$ cat src/rtl/alu_ctrl_pkg.sv
// Shared definitions for the ALU control unit: op encodings, decoder modes, FSM states.
package alu_ctrl_pkg;

    localparam logic [3:0] ALU_ADD  = 4'd0;
    localparam logic [3:0] ALU_SUB  = 4'd1;
    localparam logic [3:0] ALU_SLL  = 4'd2;
    localparam logic [3:0] ALU_SLT  = 4'd3;
    localparam logic [3:0] ALU_SLTU = 4'd4;
    localparam logic [3:0] ALU_XOR  = 4'd5;
    localparam logic [3:0] ALU_SRL  = 4'd6;
    localparam logic [3:0] ALU_SRA  = 4'd7;
    localparam logic [3:0] ALU_OR   = 4'd8;
    localparam logic [3:0] ALU_AND  = 4'd9;

    localparam logic [1:0] MODE_MEM = 2'b00;
    localparam logic [1:0] MODE_BR  = 2'b01;
    localparam logic [1:0] MODE_R   = 2'b10;
    localparam logic [1:0] MODE_I   = 2'b11;

    typedef enum logic [1:0] {
        ST_IDLE  = 2'd0,
        ST_HOLD  = 2'd1,
        ST_SHIFT = 2'd2
    } state_t;

endpackage

$ cat src/rtl/alu_ctrl_unit_lut.sv
// Combinational decode of (alu_mode, funct3, funct7_5) into an ALU op.
// Illegal-combination flagging is built only with ALU_CTRL_ILLEGAL_EN.
module alu_op_lut
    import alu_ctrl_pkg::*;
(
    input  logic [1:0] alu_mode,
    input  logic [2:0] funct3,
    input  logic       funct7_5,
    output logic [3:0] op,
    output logic       is_shift
`ifdef ALU_CTRL_ILLEGAL_EN
    ,
    output logic       illegal
`endif
);

    logic is_r;

    assign is_r = (alu_mode == MODE_R);

    always_comb begin
        op       = ALU_ADD;
        is_shift = 1'b0;
        case (alu_mode)
            MODE_MEM: op = ALU_ADD;
            MODE_BR:  op = ALU_SUB;
            default: begin
                case (funct3)
                    3'b000:  op = (is_r && funct7_5) ? ALU_SUB : ALU_ADD;
                    3'b001:  op = ALU_SLL;
                    3'b010:  op = ALU_SLT;
                    3'b011:  op = ALU_SLTU;
                    3'b100:  op = ALU_XOR;
                    3'b101:  op = funct7_5 ? ALU_SRA : ALU_SRL;
                    3'b110:  op = ALU_OR;
                    default: op = ALU_AND;
                endcase
            end
        endcase

`ifdef ALU_CTRL_ILLEGAL_EN
        illegal = (is_r && funct7_5 && (funct3 != 3'b000) && (funct3 != 3'b101)) ||
                  ((alu_mode == MODE_I) && funct7_5 && (funct3 == 3'b001));
        if (illegal) begin
            op = ALU_ADD;
        end
`endif

        is_shift = (op == ALU_SLL) || (op == ALU_SRL) || (op == ALU_SRA);
    end

endmodule

$ cat src/rtl/alu_ctrl_unit.sv
// Registered, handshaked ALU control unit with multi-cycle shift occupancy.
// Define ALU_CTRL_ILLEGAL_EN to add the illegal output and illegal-funct trapping.
module alu_ctrl_unit
    import alu_ctrl_pkg::*;
#(
    parameter int unsigned OP_W      = 4,
    parameter int unsigned SHIFT_LAT = 4
) (
    input  logic            clk,
    input  logic            rst_n,
    input  logic            in_valid,
    output logic            in_ready,
    input  logic [1:0]      alu_mode,
    input  logic [2:0]      funct3,
    input  logic            funct7_5,
    output logic            out_valid,
    input  logic            out_ready,
    output logic [OP_W-1:0] alu_op,
    output logic            alu_multi,
    output logic            busy
`ifdef ALU_CTRL_ILLEGAL_EN
    ,
    output logic            illegal
`endif
);

    localparam int unsigned CNT_W    = (SHIFT_LAT > 1) ? $clog2(SHIFT_LAT) : 1;
    localparam bit          MULTI_EN = (SHIFT_LAT > 1);

    state_t           state, state_nxt;
    logic [CNT_W-1:0] cnt;
    logic [3:0]       op_q, lut_op;
    logic             multi_q, lut_shift;
    logic             accept, handoff;
`ifdef ALU_CTRL_ILLEGAL_EN
    logic             lut_illegal, illegal_q;
`endif

    alu_op_lut u_lut (
        .alu_mode (alu_mode),
        .funct3   (funct3),
        .funct7_5 (funct7_5),
        .op       (lut_op),
        .is_shift (lut_shift)
`ifdef ALU_CTRL_ILLEGAL_EN
        ,
        .illegal  (lut_illegal)
`endif
    );

    always_ff @(posedge clk) begin
        if (!rst_n) begin
            state <= ST_IDLE;
        end else begin
            state <= state_nxt;
        end
    end

    always_comb begin
        state_nxt = state;
        case (state)
            ST_IDLE: begin
                if (in_valid) state_nxt = ST_HOLD;
            end
            ST_HOLD: begin
                if (out_ready) begin
                    if (multi_q)       state_nxt = ST_SHIFT;
                    else if (in_valid) state_nxt = ST_HOLD;
                    else               state_nxt = ST_IDLE;
                end
            end
            ST_SHIFT: begin
                if (cnt == CNT_W'(1)) state_nxt = ST_IDLE;
            end
            default: state_nxt = ST_IDLE;
        endcase
    end

    // in_ready is gated by rst_n so nothing is accepted during reset.
    always_comb begin
        in_ready  = 1'b0;
        out_valid = 1'b0;
        busy      = 1'b0;
        case (state)
            ST_IDLE: in_ready = rst_n;
            ST_HOLD: begin
                out_valid = 1'b1;
                in_ready  = rst_n && out_ready && !multi_q;
            end
            ST_SHIFT: busy = 1'b1;
            default: ;
        endcase
    end

    assign accept  = in_valid && in_ready;
    assign handoff = (state == ST_HOLD) && out_ready;

    always_ff @(posedge clk) begin
        if (!rst_n) begin
            op_q      <= '0;
            multi_q   <= 1'b0;
            cnt       <= '0;
`ifdef ALU_CTRL_ILLEGAL_EN
            illegal_q <= 1'b0;
`endif
        end else begin
            if (accept) begin
                op_q      <= lut_op;
                multi_q   <= lut_shift && MULTI_EN;
`ifdef ALU_CTRL_ILLEGAL_EN
                illegal_q <= lut_illegal;
`endif
            end
            if (handoff && multi_q) begin
                cnt <= CNT_W'(SHIFT_LAT - 1);
            end else if (state == ST_SHIFT) begin
                cnt <= cnt - CNT_W'(1);
            end
        end
    end

    assign alu_op    = OP_W'(op_q);
    assign alu_multi = multi_q;
`ifdef ALU_CTRL_ILLEGAL_EN
    assign illegal   = illegal_q;
`endif

endmodule

$ cat config.mk
export PLATFORM = sky130hd
export DESIGN_NAME = alu_ctrl_unit
export DESIGN_NICKNAME = d
export VERILOG_FILES = /design/src/rtl/alu_ctrl_pkg.sv /design/src/rtl/alu_ctrl_unit_lut.sv /design/src/rtl/alu_ctrl_unit.sv
export SDC_FILE = /design/constraint.sdc
export NUM_CORES = 1
export LEC_CHECK = 0
export ABC_AREA = 1
export BUFFER_PORTS_ARGS = -buffer_cell sky130_fd_sc_hd__buf_2
export CAP_MARGIN = 20
export CORE_UTILIZATION = 49
export CTS_CLUSTER_DIAMETER = 30
export DETAILED_ROUTE_END_ITERATION = 12
export PLACE_DENSITY = 0.86
export SETUP_SLACK_MARGIN = 0.02
export SYNTH_ARGS = -nofsm -noshare
export SYNTH_HDL_FRONTEND = slang
export SYNTH_HIERARCHICAL = 1
export SYNTH_SLANG_ARGS = --single-unit
$ cat constraint.sdc
create_clock -name clk -period 1.3 [get_ports clk]
set_input_delay 0 -clock clk [delete_from_list [all_inputs] [get_ports clk]]
set_output_delay 0 -clock clk [all_outputs]
set_load 0.02 [all_outputs]
==> results.ini <==
[timing]
relSlewSlack_pct = 82.14
rsz0062_at_grt = false
maxSlewViolCount = 0
min_period_over_period_pct = 91.46
setup_viol = 0
max_clock_freq_mhz = 841.1
finalClockSkew_ns = 0.001212
period_needed_ns = 1.189
hold_violations = 0
tightest_slew_ns = 0.2675
fin_tns_setup_ns = 0

[power]
p_clk_share_pct = 30.2
pwr-share-comb_pct = 28.1
sw_frac_of_total_pct = 33.91
p_seq_share_pct = 41.6
power.internal_w = 0.0004879
leakage_nw = 0.4319
ir_drop_uv = 627.4
pwr_density_cell_mw_per_mm2 = 937.9
net-switching-power_w = 0.0002503

[floorplanning]
start_util_pct = 56.09
die-area_mm2 = 0.001491
io_pins = 18
num_rows = 12
core-area_mm2 = 0.001171
die_width_um = 38.62
fp.dieH_um = 38.62

[finish]
seqCellArea_um2 = 181.4
area_growth_syn_to_layout_pct = 19.81
final_nets = 138
instances_no_fill = 140
multi_input_area_um2 = 375.4
n_antenna_cell = 0
layout-drive-gt1-share_pct = 32.54
fill_cells = 106

[placement]
dpl.cell_count = 136
dpl.hpwl_mm = 1.051
gp_congestion = 0.8360
port_buffers = 17

[synthesis]
mappedNetlistArea_um2 = 656.9
ys_seq_area_share_pct = 27.43
syn_area_per_cell_um2 = 6.197
synth_nets = 117
ys_ff_latch = 9
yosys_warnings = 6
syn_inst = 106
synth_cell_types = 19

[cts]
cts_buffers = 3
cts_tree = yes
root_buffer = clkbuf_4
clk_path_buf_depth = 2
post_cts_buffers = 0
htreeDepth = 1
clock_sinks = 9
clk_pin_slew_ns = 0.06
clock_latency_ns = 0.26

[global_routing]
antenna_found_initial = 0
grt_usage_pct = 23.38
grt-ovfl-total = 0
grt_max_degree = 9
grt_pass1_wl_mm = 2.325
grt_pass1_vias = 591

[worst_setup_path]
worstRegToRegCells = 4
cp_data_required_time_ns = 1.30
ff2ff_setup_slack_ns = 0.25
criticalPathCategory = register to output port
r2r_end = cnt[0]
crit_fanout = 7
cp.arrival_ns = 1.19
setup.worst_path.end = in_ready
crit_path_end_kind = output port
critPathLaunch = state[1]
regToRegStartpoint = state[0]
critPathLaunchType = register

[job]
cap_violations = 0

[route]
wirelength_mm = 1.335
vias_per_cell = 4.807
via_count = 673
dr.pass1.iters = 4
ant_nets = 0
drtIter0Drc = 11
avgRoutedWirePerCell_um = 9.536
drc_errors = 0

[outcome]
status = finished, final reports clean

[worst_hold_path]
hp-class = primary input to register
hp-start = rst_n

[power groups by stage]
stage | logic (W) | clock network [W] | registers [W]
final | 0.000208 | 0.000223 | 0.000307
after floorplan | 0.000133 | 0 | 0.000326
after global placement | 0.000200 | 0 | 0.000311
after global routing | 0.000234 | 0.000243 | 0.000310
after detailed placement | 0.000204 | 0 | 0.000312
after CTS | 0.000206 | 0.000230 | 0.000306
[how the worst min path moves through the flow]
stage	endpoint	cells after the start	slack [ns]
3_5_place_dp	alu_op[0]	3	0.32
3_3_place_gp	alu_multi	3	0.31
2_1_floorplan	alu_multi	2	0.13
4_1_cts	alu_op[1]	3	0.03
6_report	alu_multi	3	0.04
5_1_grt	alu_op[1]	3	0.04
[cells in the final DEF, fill, tap and decap left out, types with 2 or more instances in the layout]
| cell | count |
|---|---|
| nand2_1 | 26 |
| inv_1 | 25 |
| buf_2 | 17 |
| nor2_2 | 10 |
| dfxtp_1 | 8 |
| nand4_1 | 6 |
| nor2_1 | 6 |
| a21oi_1 | 6 |
| nand3_1 | 4 |
| clkbuf_4 | 3 |
| inv_2 | 2 |
| nand2_2 | 2 |
[synthesized netlist by cell type (all sizes together)]
cell type,n,area share [%]
nand2,29,18
inv,27,15
nor2,17,15
dfxtp,9,27
a21oi,7,5.9
nand3,6,7.2
nand4,6,5.7
and2,1,1.1
buf,1,0.76
ha,1,1.9
o21ai,1,0.76
xor2,1,1.3
[state kept, by name (all words and copies together) (netlist names)]
signal / cells
alu_op: 4
state: 2
alu_multi: 1
cnt: 2
[logic make-up (layout without fill, tap and decap cells)]
| family | Yosys count | after routing | share of synthesized area (%) |
|---|---|---|---|
| AOI/OAI and AO/OA | 8 | 8 | 6.666 |
| and+or+nand+nor | 59 | 59 | 46.48 |
| adders and majority gates | 1 | 1 | 1.904 |
| xor gates and xnor gates | 1 | 1 | 1.334 |
| buffers and inverters | 28 | 48 | 16.19 |
| DFF | 9 | 9 | 27.43 |
[stage by stage]
stage                     instance area (um^2)  setup slack [ns]  power [W]  utilization (%)  hold slack, ns
after CTS                                780.7           0.06074  0.0007422            66.67         0.03374
after floorplan                          656.9            0.2032  0.0004592                -          0.1350
final                                    787.0            0.1111  0.0007381            67.20         0.04242
after global placement                   754.5            0.3195  0.0005109            64.42          0.3112
after detailed placement                 754.5            0.2801  0.0005160            64.42          0.3175
after global routing                     787.0           0.04046  0.0007870            67.20         0.03588
[cell type report]
class | count | share of cell area (%)
multi-input cells | 69 | 47.69
repair buffers | 17 | 10.81
flip-flops and latches | 9 | 23.05
clock buffers | 4 | 3.339
inverters | 27 | 12.88
well taps | 14 | 2.226
[layer usage]
layer,part of all wire (%),up-vias,track usage (%)
li1,-,362,-
met2,49,20,40.83
met3,4.9,0,10.40
met1,46,291,26.67
met5,0,-,0
met4,0,0,2.586
[worst max-delay path: stages (launching register included)]
cell and delay, ns:
dfxtp_1 0.47, nor2_4 0.11, and2_2 0.20, buf_2 0.15
[timing repair]
action	in CTS	in global routing
endpoints found under the setup margin	0	1
gates resized for setup	0	2
hold buffers	0	0
No activity file was read; power rests on OpenSTA's default activity.
